$ cat config.mk
export PLATFORM = sky130hd
export DESIGN_NAME = score_keeper_flat
export DESIGN_NICKNAME = d
export VERILOG_FILES = /design/src/rtl/score_pkg.sv /design/src/rtl/score_if.sv /design/src/rtl/score_glyph_rom.sv /design/src/rtl/score_keeper.sv /design/src/flat_wrapper.sv
export SDC_FILE = /design/constraint.sdc
export NUM_CORES = 1
export LEC_CHECK = 0
export ABC_AREA = 1
export BUFFER_PORTS_ARGS = -buffer_cell sky130_fd_sc_hd__buf_4
export CAP_MARGIN = 10
export CORE_ASPECT_RATIO = 1.1
export CORE_UTILIZATION = 45
export CTS_BUF_LIST = sky130_fd_sc_hd__clkbuf_16
export DETAILED_ROUTE_END_ITERATION = 10
export GPL_ROUTABILITY_DRIVEN = 0
export HOLD_SLACK_MARGIN = 0.08
export PLACE_DENSITY = 0.69
export SLEW_MARGIN = 20
export SYNTH_ARGS = -nofsm -noshare
export SYNTH_HDL_FRONTEND = slang
export SYNTH_SLANG_ARGS = --single-unit
$ cat constraint.sdc
create_clock -name clk_i -period 2.2 [get_ports clk_i]
set_input_delay 0 -clock clk_i [delete_from_list [all_inputs] [get_ports clk_i]]
set_output_delay 0 -clock clk_i [all_outputs]
set_load 0.005 [all_outputs]
$ cat src/rtl/score_pkg.sv
// Shared types and 3x5 digit glyphs for the score keeper.
// Glyph rows are packed MSB-first, top row in bits [14:12].
package score_pkg;

  localparam int unsigned GlyphW = 15;

  typedef logic [3:0]        bcd_t;
  typedef logic [GlyphW-1:0] glyph_t;

  typedef enum logic {PLAYING, GAME_OVER} state_t;

  localparam glyph_t Glyph0 = 15'b111_101_101_101_111;
  localparam glyph_t Glyph1 = 15'b010_110_010_010_111;
  localparam glyph_t Glyph2 = 15'b111_001_111_100_111;
  localparam glyph_t Glyph3 = 15'b111_001_111_001_111;
  localparam glyph_t Glyph4 = 15'b101_101_111_001_001;
  localparam glyph_t Glyph5 = 15'b111_100_111_001_111;
  localparam glyph_t Glyph6 = 15'b111_100_111_101_111;
  localparam glyph_t Glyph7 = 15'b111_001_001_001_001;
  localparam glyph_t Glyph8 = 15'b111_101_111_101_111;
  localparam glyph_t Glyph9 = 15'b111_101_111_001_111;

  // Four-digit BCD encoding of a binary value, used to build the win threshold.
  function automatic logic [15:0] int_to_bcd(input int unsigned value);
    logic [15:0]  r;
    int unsigned  v;
    v = value;
    r = '0;
    for (int k = 0; k < 4; k++) begin
      r[k*4 +: 4] = 4'(v % 10);
      v = v / 10;
    end
    return r;
  endfunction

endpackage

$ cat src/rtl/score_if.sv
// Goal/new-game inputs and score/glyph outputs between game logic and score keeper.
interface score_if
  import score_pkg::*;
#(
  parameter int unsigned N_PLAYERS = 2,
  parameter int unsigned DIGITS    = 2,
  parameter int unsigned GLYPH_W   = 15,
  parameter int unsigned WIN_W     = 1
);

  logic [N_PLAYERS-1:0]                            goal_i;
  logic                                            new_game_i;
  bcd_t [N_PLAYERS-1:0][DIGITS-1:0]                score_bcd_o;
  logic [N_PLAYERS-1:0][DIGITS-1:0][GLYPH_W-1:0]   glyph_o;
  logic [N_PLAYERS-1:0][DIGITS-1:0]                digit_en_o;
  logic                                            game_over_o;
  logic [WIN_W-1:0]                                winner_o;
  logic                                            blink_o;

  modport master (
    output goal_i, new_game_i,
    input  score_bcd_o, glyph_o, digit_en_o, game_over_o, winner_o, blink_o
  );

  modport slave (
    input  goal_i, new_game_i,
    output score_bcd_o, glyph_o, digit_en_o, game_over_o, winner_o, blink_o
  );

endinterface

$ cat src/rtl/score_glyph_rom.sv
// Combinational BCD digit to 3x5 glyph bitmap; non-decimal nibbles give a blank glyph.
module score_glyph_rom
  import score_pkg::*;
(
  input  bcd_t   bcd_i,
  output glyph_t glyph_o
);

  always_comb begin
    glyph_o = '0;
    case (bcd_i)
      4'd0:    glyph_o = Glyph0;
      4'd1:    glyph_o = Glyph1;
      4'd2:    glyph_o = Glyph2;
      4'd3:    glyph_o = Glyph3;
      4'd4:    glyph_o = Glyph4;
      4'd5:    glyph_o = Glyph5;
      4'd6:    glyph_o = Glyph6;
      4'd7:    glyph_o = Glyph7;
      4'd8:    glyph_o = Glyph8;
      4'd9:    glyph_o = Glyph9;
      default: glyph_o = '0;
    endcase
  end

endmodule

$ cat src/rtl/score_keeper.sv
// Per-player saturating BCD scores, win detection with blinking winner indication,
// and registered per-digit glyphs with leading-zero blanking.
module score_keeper
  import score_pkg::*;
#(
  parameter int unsigned N_PLAYERS    = 2,
  parameter int unsigned DIGITS       = 2,
  parameter int unsigned WIN_SCORE    = 11,
  parameter int unsigned GLYPH_W      = 15,
  parameter int unsigned BLINK_CYCLES = 25_000_000,
  parameter int unsigned WIN_W        = (N_PLAYERS > 1) ? $clog2(N_PLAYERS) : 1
) (
  input logic    clk_i,
  input logic    rst_i,
  score_if.slave bus
);

  localparam int unsigned CntW   = (BLINK_CYCLES > 1) ? $clog2(BLINK_CYCLES) : 1;
  localparam int unsigned ScoreW = DIGITS * 4;
  localparam logic [15:0] WinBcd16 = int_to_bcd(WIN_SCORE);
  localparam logic [ScoreW-1:0] WinBcd = WinBcd16[ScoreW-1:0];

  if (N_PLAYERS < 2 || N_PLAYERS > 8) begin : g_bad_players
    $error("score_keeper: N_PLAYERS out of range 2..8");
  end
  if (DIGITS < 1 || DIGITS > 4) begin : g_bad_digits
    $error("score_keeper: DIGITS out of range 1..4");
  end
  if (WIN_SCORE < 1 || WIN_SCORE > (10 ** DIGITS) - 1) begin : g_bad_win
    $error("score_keeper: WIN_SCORE not representable in DIGITS");
  end
  if (GLYPH_W != GlyphW) begin : g_bad_glyph
    $error("score_keeper: GLYPH_W must match the glyph font width");
  end

  state_t                              state_q;
  bcd_t   [N_PLAYERS-1:0][DIGITS-1:0]  score_q, score_nxt;
  logic   [N_PLAYERS-1:0]              reached;
  logic   [WIN_W-1:0]                  winner_q, win_idx;
  logic                                blink_q;
  logic   [CntW-1:0]                   cnt_q;
  glyph_t [N_PLAYERS-1:0][DIGITS-1:0]  glyph_d, glyph_q;
  logic   [N_PLAYERS-1:0][DIGITS-1:0]  en_d, en_q;

  for (genvar p = 0; p < N_PLAYERS; p++) begin : g_player
    bcd_t [DIGITS-1:0] nxt;

    // Ripple BCD increment; an all-9s score stays put instead of wrapping.
    always_comb begin
      logic sat;
      logic carry;
      sat = 1'b1;
      for (int k = 0; k < DIGITS; k++) begin
        if (score_q[p][k] != 4'd9) sat = 1'b0;
      end
      carry = bus.goal_i[p] & ~sat;
      nxt   = score_q[p];
      for (int k = 0; k < DIGITS; k++) begin
        if (carry) begin
          if (score_q[p][k] == 4'd9) begin
            nxt[k] = 4'd0;
          end else begin
            nxt[k] = score_q[p][k] + 4'd1;
            carry  = 1'b0;
          end
        end
      end
    end

    assign score_nxt[p] = nxt;
    assign reached[p]   = (nxt == WinBcd);

    for (genvar k = 0; k < DIGITS; k++) begin : g_digit
      score_glyph_rom u_rom (
        .bcd_i   (score_q[p][k]),
        .glyph_o (glyph_d[p][k])
      );
    end
  end

  // Lowest index wins a tie.
  always_comb begin
    win_idx = '0;
    for (int p = N_PLAYERS - 1; p >= 0; p--) begin
      if (reached[p]) win_idx = WIN_W'(p);
    end
  end

  always_comb begin
    en_d = '0;
    for (int p = 0; p < N_PLAYERS; p++) begin
      logic any_nz;
      any_nz = 1'b0;
      for (int k = DIGITS - 1; k >= 0; k--) begin
        any_nz     = any_nz | (score_q[p][k] != 4'd0);
        en_d[p][k] = any_nz | (k == 0);
      end
    end
  end

  always_ff @(posedge clk_i) begin
    if (rst_i) begin
      state_q  <= PLAYING;
      score_q  <= '0;
      winner_q <= '0;
      blink_q  <= 1'b1;
      cnt_q    <= '0;
    end else if (bus.new_game_i) begin
      state_q  <= PLAYING;
      score_q  <= '0;
      blink_q  <= 1'b1;
      cnt_q    <= '0;
    end else begin
      case (state_q)
        PLAYING: begin
          score_q <= score_nxt;
          if (|reached) begin
            state_q  <= GAME_OVER;
            winner_q <= win_idx;
            blink_q  <= 1'b1;
            cnt_q    <= '0;
          end
        end
        GAME_OVER: begin
          if (cnt_q == CntW'(BLINK_CYCLES - 1)) begin
            cnt_q   <= '0;
            blink_q <= ~blink_q;
          end else begin
            cnt_q <= cnt_q + CntW'(1);
          end
        end
        default: state_q <= PLAYING;
      endcase
    end
  end

  always_ff @(posedge clk_i) begin
    if (rst_i) begin
      for (int p = 0; p < N_PLAYERS; p++) begin
        for (int k = 0; k < DIGITS; k++) begin
          glyph_q[p][k] <= Glyph0;
          en_q[p][k]    <= (k == 0);
        end
      end
    end else begin
      glyph_q <= glyph_d;
      en_q    <= en_d;
    end
  end

  assign bus.score_bcd_o = score_q;
  assign bus.glyph_o     = glyph_q;
  assign bus.digit_en_o  = en_q;
  assign bus.game_over_o = (state_q == GAME_OVER);
  assign bus.winner_o    = winner_q;
  assign bus.blink_o     = blink_q;

endmodule

$ cat src/flat_wrapper.sv
// flat-port wrapper written by rule: the top's interface ports become plain ports
module score_keeper_flat import score_pkg::*;
#(
  parameter int unsigned N_PLAYERS    = 2,
  parameter int unsigned DIGITS       = 2,
  parameter int unsigned WIN_SCORE    = 11,
  parameter int unsigned GLYPH_W      = 15,
  parameter int unsigned BLINK_CYCLES = 25_000_000,
  parameter int unsigned WIN_W        = (N_PLAYERS > 1) ? $clog2(N_PLAYERS) : 1
)
  (clk_i, rst_i, bus_goal_i, bus_new_game_i, bus_score_bcd_o, bus_glyph_o, bus_digit_en_o, bus_game_over_o, bus_winner_o, bus_blink_o);
  score_if #(.N_PLAYERS(N_PLAYERS), .DIGITS(DIGITS), .GLYPH_W(GLYPH_W), .WIN_W(WIN_W)) bus_i ();
  input logic clk_i;
  input logic rst_i;
  input wire logic [$bits(bus_i.goal_i)-1:0] bus_goal_i;
  input wire logic [$bits(bus_i.new_game_i)-1:0] bus_new_game_i;
  output wire logic [$bits(bus_i.score_bcd_o)-1:0] bus_score_bcd_o;
  output wire logic [$bits(bus_i.glyph_o)-1:0] bus_glyph_o;
  output wire logic [$bits(bus_i.digit_en_o)-1:0] bus_digit_en_o;
  output wire logic [$bits(bus_i.game_over_o)-1:0] bus_game_over_o;
  output wire logic [$bits(bus_i.winner_o)-1:0] bus_winner_o;
  output wire logic [$bits(bus_i.blink_o)-1:0] bus_blink_o;
  assign bus_i.goal_i = bus_goal_i;
  assign bus_i.new_game_i = bus_new_game_i;
  assign bus_score_bcd_o = bus_i.score_bcd_o;
  assign bus_glyph_o = bus_i.glyph_o;
  assign bus_digit_en_o = bus_i.digit_en_o;
  assign bus_game_over_o = bus_i.game_over_o;
  assign bus_winner_o = bus_i.winner_o;
  assign bus_blink_o = bus_i.blink_o;
  score_keeper #(.N_PLAYERS(N_PLAYERS), .DIGITS(DIGITS), .WIN_SCORE(WIN_SCORE), .GLYPH_W(GLYPH_W), .BLINK_CYCLES(BLINK_CYCLES), .WIN_W(WIN_W)) u_core (.clk_i(clk_i), .rst_i(rst_i), .bus(bus_i));
endmodule
=== Word level (Yosys, flattened, before mapping) ===
Memory sizes are Yosys's and may differ from the RTL's. A register that Yosys moved wholly into a read port is not among the register bits.
Cells that the tools add are included.

* Register bits: 48
* Memory bits (read-only): 960
* Input port bits: 5
* Logic and storage cells: 73
* Memories: 4

{| class="wikitable"
|+ Memories
! memory !! depth !! bits a word !! read ports !! clocked after Yosys merged registers in !! wr ports !! line !! source
|-
| (name not given) || 16 || 15 || 1 || 1 || 0 || score_glyph_rom.sv:11 || <nowiki>case (bcd_i)</nowiki>
|-
| (name not given) || 16 || 15 || 1 || 1 || 0 || score_glyph_rom.sv:11 ||
|-
| (name not given) || 16 || 15 || 1 || 1 || 0 || score_glyph_rom.sv:11 ||
|-
| (name not given) || 16 || 15 || 1 || 1 || 0 || score_glyph_rom.sv:11 ||
|}

* $add $sub $neg: 5
* Eq/ne operators: 13
* Mux-type cells: 26
* Bitwise operators: 7
* Reductions and logical operators: 6

{| class="wikitable"
|+ Operators with widths
! operator !! count
|-
| $mux W25 || 2
|-
| $pmux W25 S2 || 1
|-
| $mux W4 || 8
|-
| $add A25 B1 Y25 const B || 1
|-
| $eq A25 B25 Y1 const B || 1
|-
| $add A4 B1 Y4 const B || 4
|-
| $eq A4 B4 Y1 const B || 4
|-
| $eq A8 B5 Y1 const B || 2
|-
| $ne A4 B4 Y1 const B || 4
|-
| $mux W1 || 14
|-
| $reduce_bool A4 Y1 || 2
|-
| $not A1 Y1 || 5
|-
| $reduce_or A2 Y1 || 2
|-
| $reduce_and A3 Y1 || 1
|-
| $and A1 B1 Y1 || 2
|-
| $ne A2 B1 Y1 const B || 1
|-
| $ne A2 B2 Y1 const B || 1
|-
| $pmux W1 S2 || 1
|-
| $reduce_and A2 Y1 || 1
|}

=== Longest topological paths before layout ===
Gate-level depths: netlist of the first run.

* Depth in word-level cells: 11
* Mapped depth: 16
* Depth with buffers taken out: 15

=== Modules after synthesis ===
Synthesis of the first run repeated with hierarchy kept, for this count alone.

* Cells, all modules: 797
* Area total of the unflattened synthesis: 5688.0 um2

{| class="wikitable"
|+ Modules (own cells, without submodules)
! module !! times used !! cells an instance !! area each (um2)
|-
| score_keeper || 1 || 617 || 4692.0
|-
| score_glyph_rom at u_core.g_player[0].g_digit[1].u_rom ... || 2 || 45 || 250.2
|-
| score_glyph_rom at u_core.g_player[0].g_digit[0].u_rom ... || 2 || 45 || 247.7
|}

=== Worst setup path after synthesis of the first run ===
OpenSTA, ideal clock, no wires.

* Kind: register -> register
* Start: register u_core.score_q, in the netlist u_core.bus.score_bcd_o[5]
* End: register u_core.cnt_q[12]
* Setup time: 0.117 ns
* Arrival: 1.995 ns
* Slack: 0.087 ns
* Stages on the path, launching flop included: 17
* Path through: dfxtp_1 -> clkbuf_1 -> inv_1 -> ha_1 -> nand3_2 -> nand2_1 -> nor2_1 -> nand2_1 -> nand2_1 -> nand2_1 -> nor2_1 -> nand2_1 -> buf_6 -> nand3_4 -> nand2_1 -> nand2_1 -> nor2_1

* Word-level cells in the longest chain between the ends: 9
* Elaborated cells between the ends (all ways): 13

{| class="wikitable"
|+ Ends and longest elaborated chain
! what !! line !! source
|-
| start, declared || score_keeper.sv:37 || <nowiki>bcd_t [N_PLAYERS-1:0][DIGITS-1:0] score_q, score_nxt;</nowiki>
|-
| start signal, assigned || score_keeper.sv:116 || <nowiki>score_q <= score_nxt;</nowiki>
|-
| $ne A4 B4 Y1 || score_keeper.sv:54 || <nowiki>if (score_q[p][k] != 4'd9) sat = 1'b0;</nowiki>
|-
| $mux W1 || score_keeper.sv:54 ||
|-
| $not A1 Y1 || score_keeper.sv:56 || <nowiki>carry = bus.goal_i[p] & ~sat;</nowiki>
|-
| $and A1 B1 Y1 || score_keeper.sv:56 ||
|-
| $mux W1 || score_keeper.sv:59 || <nowiki>if (carry) begin</nowiki>
|-
| $mux W4 || score_keeper.sv:59 ||
|-
| $eq A8 B5 Y1 * || score_keeper.sv:71 || <nowiki>assign reached[p] = (nxt == WinBcd);</nowiki>
|-
| $reduce_or A2 Y1 * || score_keeper.sv:117 || <nowiki>if (|reached) begin</nowiki>
|-
| $ne A2 B1 Y1 (no source line) * || -- ||
|-
| end signal, assigned || score_keeper.sv:129 || <nowiki>cnt_q <= cnt_q + CntW'(1);</nowiki>
|-
| end, declared || score_keeper.sv:41 || <nowiki>logic [CntW-1:0] cnt_q;</nowiki>
|}

Every way passes the cells marked *; elsewhere a longest branch is shown, timed or not.
A chain may end at the register's enable or synchronous reset.

=== Worst setup path after layout of the first run ===
* Start: register u_core.score_q, in the netlist u_core.bus.score_bcd_o[4]
* End: register u_core.cnt_q[1]

The elaborated chain is that of the path after synthesis.

==> results of run 1 <==
## repair_timing
item | 4_1_cts | 5_1_grt
gates resized for setup | 2 | 16
hold buffers | 2 | 0
hold endpoints to repair | 7 | 0
setup buffers | 0 | 1
pin swaps | 0 | 2
setup endpoints to repair | 5 | 28
## final timing paths
path | end | slack [ns]
setup reg to reg | u_core.cnt_q[1] | 0.18
hold reg to reg | u_core.bus.winner_o | 0.45
hold / removal | u_core.bus.score_bcd_o[8] | 0.14
setup / recovery | u_core.cnt_q[1] | 0.18
## layout make-up
cell class	instances	area, µm²	share of cell area
Timing Repair Buffer	120	918	0.151
Clock buffer	9	225	0.0371
Sequential cell	90	1800	0.297
Inverter	93	354	0.0583
Clock inverter	7	30.0	0.00494
Multi-Input combinational cell	478	2570	0.422
Tap cell	143	179	0.0294
## stage by stage
stage                     utilization  worst slack, ns  TNS (ns)  cells
final                           0.577            0.183         0    940
after global routing            0.577         -0.00957   -0.0358    940
after CTS                       0.571           0.0261         0    939
after floorplan                     -           0.0873         0    703
after detailed placement        0.544          0.00983         0    921
after global placement          0.544           0.0932         0    921
## critical path: cells and delay by family (launching register included)
kind / cells / cell delay, ns
compound gates: 2 / 0.27
fa+ha+maj: 1 / 0.21
buf+inv: 2 / 0.27
flops: 1 / 0.37
simple gates: 5 / 0.74
## report_power, final
group	internal [W]	switching (W)
combinational	0.0000617	0.0000918
sequential	0.00164	0.00000605
clock	0.000742	0.000584
## kinds of logic after synthesis
| kind of cell | count (synthesis) | synth area share |
|---|---|---|
| other | 1 | 0.000759 |
| xor gates and xnor gates | 2 | 0.00354 |
| AOI/OAI and AO/OA | 100 | 0.114 |
| and+or+nand+nor | 349 | 0.326 |
| adders and majority gates | 25 | 0.0633 |
| buffers and inverters | 135 | 0.128 |
| DFF | 90 | 0.364 |
## Yosys cell counts
| master | instances | area, µm² |
|---|---|---|
| nand3_4 | 3 | 52.6 |
| inv_6 | 1 | 8.76 |
| nor2_1 | 53 | 199 |
| nor4_1 | 2 | 12.5 |
| clkbuf_1 | 10 | 37.5 |
| nand2_4 | 1 | 11.3 |
| clkinv_1 | 2 | 7.51 |
| nand4_1 | 35 | 219 |
| nor3_1 | 14 | 70.1 |
| a21o_1 | 1 | 7.51 |
| a21oi_1 | 37 | 185 |
| xor2_1 | 2 | 17.5 |
| buf_8 | 1 | 15.0 |
| o2111ai_1 | 2 | 17.5 |
| o221ai_1 | 2 | 17.5 |
| clkbuf_2 | 1 | 5.00 |
| buf_4 | 20 | 150 |
| o211ai_1 | 9 | 67.6 |
| nand2_1 | 168 | 631 |
| a32o_1 | 1 | 10.0 |
| o21ai_1 | 2 | 10.0 |
| o31ai_1 | 1 | 7.51 |
| nand2_2 | 3 | 18.8 |
| nand3_2 | 5 | 50.1 |
| nand3b_1 | 1 | 7.51 |
| a31oi_1 | 4 | 25.0 |
| conb_1 | 1 | 3.75 |
| nor2_2 | 7 | 43.8 |
| dfxtp_1 | 90 | 1800 |
| buf_6 | 3 | 33.8 |
| nand3_1 | 52 | 260 |
| o21ai_0 | 38 | 190 |
| clkbuf_4 | 1 | 7.51 |
| ha_1 | 25 | 313 |
| o311ai_0 | 2 | 17.5 |
| buf_2 | 6 | 30.0 |
| o21bai_1 | 1 | 7.51 |
| nor2_4 | 1 | 11.3 |
| inv_2 | 5 | 18.8 |
| or2_2 | 4 | 25.0 |
| inv_1 | 85 | 319 |
## routing by layer
layer / share of wire / global-route usage / vias up
met5: 0 / 0 / -
met3: 0.051 / 0.0427 / 22
met4: 0.020 / 0.0886 / 0
met1: 0.45 / 0.274 / 2206
li1: - / - / 2455
met2: 0.48 / 0.359 / 142
## registers in the layout, indices dropped and copies added, names as in the netlist
signal	cells
u_core.bus.glyph_o	44
u_core.bus.game_over_o	1
u_core.bus.winner_o	1
u_core.cnt_q	25
u_core.bus.blink_o	1
u_core.bus.digit_en_o	2
u_core.bus.score_bcd_o	16
==> metrics.yaml, run 1 <==
num_rows: 39
start_kind: "register"
diodes: 0
routedWlPerCell_um: 12.6
fin_crit_sh: 0.917
ys_seq_area_frac: 0.364
cts_max_level: 3
clkLatencyLatePin_ns: 0.33
leakage_nw: 2.84
fmax_ghz: 0.496
cp_slowest_cell: "dfxtp_1"
die_h_um: 112
synth.cell_area_mm2: 0.00494
synth-seq-cells: 90
io_pins: 88
synth_cells: 702
total_power_w: 0.00313
crit_chain: "inv_1, ha_1, or2_2, o21ai_1, nand2_1, nor2_1, nand2_2, buf_4, nand4_1, a21oi_1"
ant_nets: 0
grt_usage: 0.217
grt_pass1_wl_mm: 20.0
grt_pass1_vias: 4480
finalSetupViolCount: 0
grt_overflow: 0
dpl_cell_area_mm2: 0.00574
final_cell_mix: "165 x nand2_1, 117 x buf_4, 88 x dfxtp_1, 86 x inv_1, 52 x nor2_1"
cts-buffers-inserted: 9
antenna_found_initial: 0
required_ns: 2.38
finalHoldWorstSlack_ns: 0.142
cts_tree: "built"
max_cap_viol_count: 0
min_path_cells: 5
rr_startpoint: "u_core.bus.score_bcd_o[4]"
ir_drop_v: 0.000399
cp_max_fo: 11
synth_cell_types: 41
drt_pass1_iterations: 5
ff2ff_path_depth: 10
n_fill_cell: 1039
yosysWarnings: 0
root_buffer: "clkbuf_16"
skew_ns: 0.00725
vias: 4825
max_stage_delay_ns: 0.37
die-area_mm2: 0.0114
syn_avg_cell_area_um2: 7.04
clk_pin_slew_ns: 0.06
placement.io_buffers: 85
hold_start: "bus_goal_i[1]"
status: "finished clean"
grt_max_degree: 39
cts_num_sinks: 90
worst_slew_pin_slew_ns: 0.763
slew_headroom: 0.491
initial_utilization: 0.469
drc: 0
core_mm2: 0.0105
finalWirelength_mm: 11.9
drtIter0Drc: 217
crit_start: "u_core.bus.score_bcd_o[4]"
fin_area_mm2: 0.00608
min_path_type: "in -> reg"
final_nets: 822
cts_buffer_depth: 2
dp_hpwl_mm: 8.74
worstSetupEndpointType: "register"
die_w_um: 102
vias_per_cell: 5.13
cp.arrival_ns: 2.20
critPathKind: "reg -> reg"
hold_viol: 0
report.final.slew_viol_count: 0
p_per_area_mw_per_mm2: 515
final_common_cell: "nand2_1"
drive_gt1_frac: 0.217
final.min_clock_period_ns: 2.02
area_delta_synth_final_pct: 23.0
Power figures use the tool's default switching activity.
==> inputs of run 2 (changes only) <==
--- a/config.mk
+++ b/config.mk
@@ -6,15 +6,15 @@
 export NUM_CORES = 1
 export LEC_CHECK = 0
 export ABC_AREA = 1
-export BUFFER_PORTS_ARGS = -buffer_cell sky130_fd_sc_hd__buf_4
+export ABC_CLOCK_PERIOD_IN_PS = 2200
 export CAP_MARGIN = 10
 export CORE_ASPECT_RATIO = 1.1
 export CORE_UTILIZATION = 45
 export CTS_BUF_LIST = sky130_fd_sc_hd__clkbuf_16
 export DETAILED_ROUTE_END_ITERATION = 10
+export DONT_BUFFER_PORTS = 1
 export GPL_ROUTABILITY_DRIVEN = 0
 export HOLD_SLACK_MARGIN = 0.08
-export PLACE_DENSITY = 0.69
 export SLEW_MARGIN = 20
 export SYNTH_ARGS = -nofsm -noshare
 export SYNTH_HDL_FRONTEND = slang
==> run 2 against run 1 <==
Effect of this change:
- clock-buffer cell count unchanged
- wire length down 0.97%
- global-route usage shrank 0.19 points
- combinational power is 20% lower
- critical path depth is 2 higher
- critical path type unchanged
- critical endpoint is now u_core.cnt_q[9]
==> metrics.yaml, run 2 (synthesis gave the netlist of run 1 again) <==
crit_family: "simple AND/OR/NAND/NOR gates"  # unchanged
leakage_nw: 2.46  # was 2.84 nW
finalSetupViolCount: 0  # unchanged
largest_register_ffs: 44  # unchanged
setup_ws_ns: 0.193  # was 0.183 ns
cp.arrival_ns: 2.25  # was 2.20 ns
hold_viol: 0  # unchanged
fin_crit_sh: 0.912  # was 0.917
clkLatencyLatePin_ns: 0.34  # was 0.33 ns
status: "finished clean"  # unchanged
cts_max_level: 3  # unchanged
skew_ns: 0.00412  # was 0.00725 ns
cts_num_sinks: 90  # unchanged
worstSetupEndpointType: "register"  # unchanged
grt_use_met2: 0.356  # was 0.359
crit_chain: "buf_4, ha_1, or2_2, o21ai_1, nand2_1, nor2_1, nand2_1, buf_12, nand3_4, nand2_1, nand2_1, nor2_1"  # was inv_1, ha_1, or2_2, o21ai_1, nand2_1, nor2_1, nand2_2, buf_4, nand4_1, a21oi_1
root_buffer: "clkbuf_16"  # unchanged
fin_cells: 859  # was 940
finalWirelength_mm: 11.8  # was 11.9 mm
rsz0062_at_grt: "no"
grt_overflow: 0  # unchanged
die_h_um: 112  # unchanged
placement.io_buffers: 0  # was 85
crit_cells: 12  # was 10
slew_headroom: 0.460  # was 0.491
ir_drop_v: 0.000319  # was 0.000399 V
final_cell_mix: "167 x nand2_1, 87 x dfxtp_1, 84 x inv_1, 52 x nor2_1, 51 x nand3_1"  # was 165 x nand2_1, 117 x buf_4, 88 x dfxtp_1, 86 x inv_1, 52 x nor2_1
crit_path_frequent_cell: "nand2_1"
drc: 0  # unchanged
cts_buffer_depth: 2  # unchanged
rr_endpoint: "u_core.cnt_q[9]"  # was u_core.cnt_q[1]
p_per_area_mw_per_mm2: 576  # was 515 mW/mm²
num_rows: 39  # unchanged
dp_hpwl_mm: 8.36  # was 8.74 mm
crit_start: "u_core.bus.score_bcd_o[5]"  # was u_core.bus.score_bcd_o[4]
grt_max_degree: 39  # unchanged
gr-usage-met1: 0.265  # was 0.274
vias_per_cell: 5.28  # was 5.13
place_inst: 837  # was 921
start_kind: "register"  # unchanged
final.min_clock_period_ns: 2.01  # was 2.02 ns
diodes: 0  # unchanged
cp_slowest_cell: "dfxtp_2"  # was dfxtp_1
clk_pin_slew_ns: 0.06  # about the same
cp-endpoint: "u_core.cnt_q[9]"  # was u_core.cnt_q[1]
ant_nets: 0  # unchanged
drtIter0Drc: 238  # was 217
grt_usage: 0.215  # was 0.217
dp_slack_ns: 0.0366  # was 0.00983 ns
die_w_um: 102  # unchanged
max_stage_delay_ns: 0.33  # was 0.37 ns
max_cap_viol_count: 0  # unchanged
report.final.slew_viol_count: 0  # unchanged
vias: 4534  # was 4,825
cts_tree: "built"  # unchanged
reg2reg_slack_ns: 0.19  # was 0.18 ns
min_path_type: "in -> reg"  # unchanged
ff2ff_path_depth: 12  # was 10
die-area_mm2: 0.0114  # unchanged
final_nets: 741  # was 822
grt_pass1_vias: 4118  # was 4,480
drive_gt1_frac: 0.123  # was 0.217
area_delta_synth_final_pct: 10.6  # was 23.0%
final_common_cell: "nand2_1"  # unchanged
critPathKind: "reg -> reg"  # unchanged
io_pins: 88  # unchanged
rr_startpoint: "u_core.bus.score_bcd_o[5]"  # was u_core.bus.score_bcd_o[4]
total_power_w: 0.00315  # was 0.00313 W
grt_busiest_layer: "met2"  # unchanged
cp_max_fo: 21  # was 11
cts-buffers-inserted: 9  # unchanged
grt_pass1_wl_mm: 19.3  # was 20.0 mm
crit_buf_inv: 2  # unchanged
met3_usage: 0.0527  # was 0.0427
fmax_ghz: 0.498  # was 0.496 GHz
finalSetupTns_ns: 0  # unchanged
core_mm2: 0.0105  # unchanged
finalHoldWorstSlack_ns: 0.483  # was 0.142 ns
routedWlPerCell_um: 13.7  # was 12.6 µm
antenna_found_initial: 0  # unchanged
initial_utilization: 0.469  # unchanged
required_ns: 2.44  # was 2.38 ns
worst_slew_pin_slew_ns: 0.809  # was 0.763 ns
drt_pass1_iterations: 5  # unchanged
-- run 2: worst reg2reg max path: stages (launching register included) --
cell     delay (ns)
dfxtp_2        0.33
buf_4          0.15
ha_1           0.19
or2_2          0.29
o21ai_1        0.19
nand2_1        0.07
nor2_1         0.13
nand2_1        0.12
buf_12         0.18
nand3_4        0.10
nand2_1        0.06
nand2_1        0.05
nor2_1         0.04
-- run 2: layout make-up --
type	count	area (µm²)
clock buffers	9	225
clock inverters	7	37.5
fillers	1072	5070
inverters	93	354
multi-input cells	479	2550
flip-flops and latches	90	1810
well taps	143	179
repair buffers	38	312
-- run 2: through the flow --
step / area, µm² / utilization
global route: 5470 / 0.519
floorplan: 4950 / -
CTS: 5410 / 0.513
finish: 5470 / 0.519
global placement: 5110 / 0.485
detailed placement: 5110 / 0.485
-- run 2: what timing repair did --
action                                  in CTS  in global routing
gates resized for setup                      0                 14
hold buffers                                 4                  0
endpoints found under the hold margin       72                  0
setup buffers                                0                  1
endpoints found under the setup margin       0                 28
-- run 2: worst min-delay path by stage --
stage               slack [ns]            from  cells past startpoint                        to
finish                    0.48  bus_new_game_i                      4       u_core.bus.winner_o
global route              0.49  bus_new_game_i                      4       u_core.bus.winner_o
CTS                       0.46  bus_new_game_i                      4       u_core.bus.winner_o
detailed placement        0.08           rst_i                      1  u_core.bus.digit_en_o[1]
global placement          0.08           rst_i                      1  u_core.bus.digit_en_o[1]
floorplan                 0.15           rst_i                      2    u_core.bus.glyph_o[47]
-- run 2: metal layers --
metal / wire length, µm / vias to the layer above
met3: 885 / 23
met5: 0 / -
met1: 4940 / 2063
li1: - / 2295
met4: 289 / 0
met2: 5660 / 153
-- run 2: where the power goes --
part | switching (W) | internal, W
registers | 0.00000892 | 0.00164
logic | 0.0000831 | 0.0000403
clock network | 0.000624 | 0.000751
